### config.mk
export PLATFORM = sky130hd
export DESIGN_NAME = image_ram_arbiter
export DESIGN_NICKNAME = d
export VERILOG_FILES = /design/src/rtl/image_arb_pkg.sv /design/src/rtl/image_wr_fifo.sv /design/src/rtl/image_ram_arbiter.sv
export SDC_FILE = /design/constraint.sdc
export NUM_CORES = 1
export LEC_CHECK = 0
export ABC_AREA = 1
export BUFFER_PORTS_ARGS = -buffer_cell sky130_fd_sc_hd__buf_4
export CAP_MARGIN = 20
export CORE_AREA = 5 5 107 185
export DETAILED_ROUTE_END_ITERATION = 7
export DIE_AREA = 0 0 112 190
export SETUP_SLACK_MARGIN = 0.3
export SLEW_MARGIN = 25
export SYNTH_ARGS = -nofsm -noshare
export SYNTH_HDL_FRONTEND = slang
export SYNTH_SLANG_ARGS = --single-unit
### constraint.sdc
create_clock -name clk -period 2.62 [get_ports clk]
set_input_delay 0.393 -clock clk [delete_from_list [all_inputs] [get_ports clk]]
set_output_delay 0.393 -clock clk [all_outputs]
set_load 0.05 [all_outputs]
### src/rtl/image_arb_pkg.sv
// Shared types and default widths for the image RAM arbiter.
package image_arb_pkg;

  localparam int ADDRESS_WIDTH_DEF = 14;
  localparam int DATA_WIDTH_DEF    = 8;

  // Owner of the RAM port in a given cycle.
  typedef enum logic [1:0] {
    GNT_NONE  = 2'd0,
    GNT_READ  = 2'd1,
    GNT_WRITE = 2'd2,
    GNT_FORCE = 2'd3
  } grant_e;

  // Both write grants pop the queue head and drive the RAM write port.
  function automatic logic is_write_grant(input grant_e g);
    return (g == GNT_WRITE) || (g == GNT_FORCE);
  endfunction

endpackage

### src/rtl/image_wr_fifo.sv
// Synchronous write queue for CPU pixel writes. A push while full and a pop
// while empty are ignored. Pointers wrap naturally because DEPTH is a power of 2.
module image_wr_fifo #(
  parameter int WIDTH = 22,
  parameter int DEPTH = 8
) (
  input  logic                       clk,
  input  logic                       reset,
  input  logic                       push,
  input  logic [WIDTH-1:0]           push_data,
  input  logic                       pop,
  output logic [WIDTH-1:0]           head_data,
  output logic                       full,
  output logic                       empty,
  output logic [$clog2(DEPTH):0]     count
);

  localparam int PW = $clog2(DEPTH);
  localparam int CW = PW + 1;

  logic [WIDTH-1:0] mem_q [DEPTH];
  logic [WIDTH-1:0] mem_d [DEPTH];
  logic [PW-1:0]    wr_ptr_q, wr_ptr_d;
  logic [PW-1:0]    rd_ptr_q, rd_ptr_d;
  logic [CW-1:0]    count_q, count_d;
  logic             push_en;
  logic             pop_en;

  assign full      = (count_q == CW'(DEPTH));
  assign empty     = (count_q == '0);
  assign count     = count_q;
  assign head_data = mem_q[rd_ptr_q];

  // Next-state for storage, pointers and occupancy.
  always_comb begin
    push_en  = push && !full;
    pop_en   = pop && !empty;
    mem_d    = mem_q;
    wr_ptr_d = wr_ptr_q;
    rd_ptr_d = rd_ptr_q;
    count_d  = count_q;
    if (push_en) begin
      mem_d[wr_ptr_q] = push_data;
      wr_ptr_d        = wr_ptr_q + PW'(1);
    end
    if (pop_en) begin
      rd_ptr_d = rd_ptr_q + PW'(1);
    end
    case ({push_en, pop_en})
      2'b10:   count_d = count_q + CW'(1);
      2'b01:   count_d = count_q - CW'(1);
      default: count_d = count_q;
    endcase
  end

  // Control state is cleared by reset; queued entries are simply forgotten.
  always_ff @(posedge clk) begin
    if (reset) begin
      wr_ptr_q <= '0;
      rd_ptr_q <= '0;
      count_q  <= '0;
    end else begin
      wr_ptr_q <= wr_ptr_d;
      rd_ptr_q <= rd_ptr_d;
      count_q  <= count_d;
    end
  end

  // Entry storage carries no reset.
  always_ff @(posedge clk) begin
    mem_q <= mem_d;
  end

endmodule

### src/rtl/image_ram_arbiter.sv
// Image RAM port arbiter: scanout reads win, queued CPU writes fill idle
// cycles, and a starvation guard forces one write through when the queue has
// sat full behind reads for STARVE_LIMIT cycles.
// Optional feature macro: IMAGE_ARB_BLANK_ONLY_EN (normal writes only while
// active video is low; forced writes still happen).
//
// Write handshake: a word is accepted on a rising clk edge when wr_valid and
// wr_ready are both high; wr_ready is simply !full and does not depend on
// wr_valid. The master holds addr/data stable while wr_valid is high.
module image_ram_arbiter
  import image_arb_pkg::*;
#(
  parameter int ADDRESS_WIDTH = ADDRESS_WIDTH_DEF,
  parameter int DATA_WIDTH    = DATA_WIDTH_DEF,
  parameter int FIFO_DEPTH    = 8,
  parameter int STARVE_LIMIT  = 64
) (
  input  logic                          clk,
  input  logic                          reset,
  input  logic                          wr_valid,
  output logic                          wr_ready,
  input  logic [ADDRESS_WIDTH-1:0]      wr_addr,
  input  logic [DATA_WIDTH-1:0]         wr_data,
  input  logic                          scan_req,
  input  logic [ADDRESS_WIDTH-1:0]      scan_addr,
  input  logic                          active,
  output logic                          scan_valid,
  output logic [DATA_WIDTH-1:0]         scan_data,
  output logic                          scan_miss,
  output logic [ADDRESS_WIDTH-1:0]      ram_addr,
  output logic                          ram_wEn,
  output logic [DATA_WIDTH-1:0]         ram_dataIn,
  input  logic [DATA_WIDTH-1:0]         ram_dataOut,
  output logic [$clog2(FIFO_DEPTH):0]   fifo_count
);

  localparam int FW = ADDRESS_WIDTH + DATA_WIDTH;
  localparam int SW = $clog2(STARVE_LIMIT + 1);
  localparam logic [SW-1:0] STARVE_MAX = SW'(STARVE_LIMIT - 1);

  grant_e                 grant;
  logic                   fifo_full;
  logic                   fifo_empty;
  logic [FW-1:0]          fifo_head;
  logic [ADDRESS_WIDTH-1:0] head_addr;
  logic [DATA_WIDTH-1:0]  head_data;
  logic                   push;
  logic                   pop;
  logic                   drain_ok;
  logic [SW-1:0]          starve_cnt_q, starve_cnt_d;
  logic                   scan_valid_q, scan_valid_d;
  logic                   scan_miss_q, scan_miss_d;

`ifdef IMAGE_ARB_BLANK_ONLY_EN
  assign drain_ok = !active;
`else
  logic unused_active;
  assign drain_ok      = 1'b1;
  assign unused_active = active;
`endif

  assign wr_ready  = !fifo_full;
  assign push      = wr_valid && !fifo_full;
  assign head_addr = fifo_head[FW-1:DATA_WIDTH];
  assign head_data = fifo_head[DATA_WIDTH-1:0];

  image_wr_fifo #(
    .WIDTH (FW),
    .DEPTH (FIFO_DEPTH)
  ) u_fifo (
    .clk       (clk),
    .reset     (reset),
    .push      (push),
    .push_data ({wr_addr, wr_data}),
    .pop       (pop),
    .head_data (fifo_head),
    .full      (fifo_full),
    .empty     (fifo_empty),
    .count     (fifo_count)
  );

  // Pick this cycle's RAM owner; nothing is granted while reset is high.
  always_comb begin
    grant = GNT_NONE;
    if (!reset) begin
      if (fifo_full && scan_req && (starve_cnt_q == STARVE_MAX)) begin
        grant = GNT_FORCE;
      end else if (scan_req) begin
        grant = GNT_READ;
      end else if (!fifo_empty && drain_ok) begin
        grant = GNT_WRITE;
      end
    end
  end

  // Drive the RAM port from the grant; write grants pop the queue head.
  always_comb begin
    ram_addr   = scan_addr;
    ram_wEn    = 1'b0;
    ram_dataIn = head_data;
    pop        = 1'b0;
    if (is_write_grant(grant)) begin
      ram_addr = head_addr;
      ram_wEn  = 1'b1;
      pop      = 1'b1;
    end
  end

  // Count consecutive full cycles in which no write got through.
  always_comb begin
    starve_cnt_d = starve_cnt_q;
    if (!fifo_full || is_write_grant(grant)) begin
      starve_cnt_d = '0;
    end else if (starve_cnt_q != STARVE_MAX) begin
      starve_cnt_d = starve_cnt_q + SW'(1);
    end
    scan_valid_d = (grant == GNT_READ);
    scan_miss_d  = (grant == GNT_FORCE);
  end

  // Registered scanout status and starvation counter.
  always_ff @(posedge clk) begin
    if (reset) begin
      starve_cnt_q <= '0;
      scan_valid_q <= 1'b0;
      scan_miss_q  <= 1'b0;
    end else begin
      starve_cnt_q <= starve_cnt_d;
      scan_valid_q <= scan_valid_d;
      scan_miss_q  <= scan_miss_d;
    end
  end

  assign scan_valid = scan_valid_q;
  assign scan_miss  = scan_miss_q;
  assign scan_data  = ram_dataOut;

endmodule

==> results.toml <==
[status]
outcome = "finished, final reports clean"

[layout]
final_common_cell = "edfxtp_1"
instances_no_fill = 1027
layout-drive-gt1-share = 0.255
syn_to_final_growth_pct = 23.7
n_antenna_cell = 0
final_cell_mix = "edfxtp_1 (176), nor2_1 (129), nand2_1 (89)"
nets = 831
n_fill_cell = 1531

[timing]
worst_clock_skew_ps = 10.5
setup_tns_ps = 0
setup_viol = 0
max_freq_ghz = 0.432
hold_violations = 0
worst_slew_pin_slew_ps = 440
period_minus_slack_ps = 2320
rsz0062_at_grt = "yes"
slew_viol_final = 0
timing.slew.headroom = 0.707
fin_crit_sh = 0.884

[logic_synthesis]
ys_seq_area_frac = 0.707
synthCells = 694
synth.distinct_cells = 31
synth_enable_flop_cells = 176
ys.flop_type = "edfxtp_1"
syn_avg_cell_area_um2 = 11.5
ys_warn_count = 0
ys_ff_latch = 195
synth_top_area_cell = "edfxtp_1"
synth_area_um2 = 8020
syn_nets = 749
ys_top_cells_by_area = "edfxtp_1 (66%), nor2_1 (6.6%), nand2_1 (5.2%)"
synth_top_cell_area_share = 0.659
synthArstFlopShare = 0

[pwr]
p_comb_frac = 0.249
seq_power_share = 0.436
p_clk_frac = 0.315
p_leak_nw = 3.67
irDropWorstVdd_mv = 0.421
p_int_mw = 5.62
sw_frac_of_total = 0.313
power_density_nw_per_um2 = 825
p_sw_mw = 2.56

[die]
die_area_um2 = 21300
core.rowCount = 66
initial_core_util = 0.439
dieHeight_um = 190
core_um2 = 18300
ios = 87
die_w_um = 112

[routing]
drt-initial-drc-count = 389
first_pass_iters = 4
avgViaCountPerCell = 5.35
drc_errors = 0
wl_per_cell_um = 18.7
vias = 5494
final_antenna_net_count = 0
wirelength_um = 19200

[critical_path]
start_kind = "flop"
cp-end-kind = "output port"
arrival_ps = 1920
worstPathRequired_ps = 2230
critical_path_class = "flop to output port"
crit_fanout = 8

[grt]
grt_max_degree = 33
grt_pass1_wl_um = 30300
grtUsageTotal = 0.186
gr-total-overflow = 0
antenna_found_initial = 0
grt_pass1_vias = 5741

[clock_network]
clkLatencyLatePin_ps = 430
cts.path.max_buffers = 2
h-tree-depth = 4
cts_buffers = 17
cts_tree = "yes"
cts_hold_buffers = 0
cts_root_buffer = "clkbuf_16"
clock-sinks = 195
clk_pin_slew_worst_paths_ps = 80

[place]
portBuffers = 69
dpl.hpwl_um = 10800
dp_cells = 978
gp_congestion = 0.781

[hold_path]
hold_path.class = "primary input to flop"

[run]
maxCapViolCount = 0
==> layer usage <==
metal,up-vias,wire [µm],track usage
li1,2596,-,-
met1,2691,7220,0.206
met2,171,10500,0.340
met3,36,933,0.0395
met4,0,538,0.0824
met5,-,0,0
==> logic make-up (layout without fill, tap and decap cells) <==
group,count (synthesis),in the layout,share of synthesized area
AOI/OAI and AO/OA,145,145,0.0974
xor gates and xnor gates,7,7,0.00765
adders and majority gates,6,6,0.00937
buffers and inverters,68,163,0.0417
DFF,195,195,0.707
and+or+nand+nor,273,273,0.137
==> area by class of cell <==
class	instances	area [µm²]	share of cell area
Clock buffer	19	475	0.0479
Inverter	24	110	0.0111
Clock inverter	13	126	0.0127
Multi-Input combinational cell	431	2160	0.217
Timing Repair Buffer	107	1070	0.108
Sequential cell	195	5680	0.573
Tap cell	238	298	0.0300
==> path summary, 6_finish.rpt <==
check / slack (ps) / start / cells after the start / endpoint
worst max-delay path: 300 / starve_cnt_q[0] / 11 / ram_addr[11]
worst min-delay path: 180 / scan_req / 3 / scan_miss
worst max register to register: 370 / starve_cnt_q[0] / 17 / u_fifo.count[2]
worst min register to register: 480 / starve_cnt_q[6] / 2 / starve_cnt_q[6]
==> cells in the mapped netlist, types with 6 or more instances <==
cell and number:
a31oi_1 8, a21oi_1 7, nand3_1 10, o22ai_1 36
o21ai_0 78, edfxtp_1 176, inv_1 19, nor2_1 141
ha_1 6, buf_2 8, clkbuf_1 21, o21ai_1 16
buf_4 12, dfxtp_1 19, nand2_1 110
==> power groups by stage <==
stage | clock (mW) | combinational (mW) | sequential [mW]
after floorplan | 0 | 1.20 | 3.66
after global placement | 0 | 1.71 | 3.61
after detailed placement | 0 | 1.76 | 3.61
after CTS | 2.63 | 1.95 | 3.56
after global routing | 2.76 | 2.22 | 3.58
final | 2.58 | 2.04 | 3.57
==> per-stage QoR <==
step	total power, mW	cell area (µm²)	hold WS, ps	worst slack, ps	util
floorplan	4.85	8070	446	303	-
global placement	5.32	8850	455	351	0.485
detailed placement	5.38	8850	473	189	0.485
CTS	8.14	9760	164	301	0.535
global route	8.55	9920	173	204	0.543
finish	8.18	9920	184	303	0.543
==> worst max-delay path, stage by stage (launching register included) <==
cell and delay [ps]:
dfxtp_4 370, ha_4 140, nand3_4 90, nor2_4 150, nand2_2 80, nand2_4 70, nand2_4 60, inv_6 90
buf_12 140, nand2_2 60, nand2_2 80, buf_8 150
==> sequential cells by signal, summed over array words and instances, names as in the netlist <==
name / flops
scan_miss: 1
u_fifo.mem_q: 176
scan_valid: 1
u_fifo.wr_ptr_q: 3
u_fifo.rd_ptr_q: 3
starve_cnt_q: 7
u_fifo.count: 4
==> what timing repair did <==
action                                  CTS  global route
endpoints found under the setup margin   23            23
buffers inserted                          8             6
cloned                                    3             0
gates resized for setup                  43            44
pin swaps                                 5            15
endpoints found under the hold margin     0             0
(Power assumes the default switching activity.)
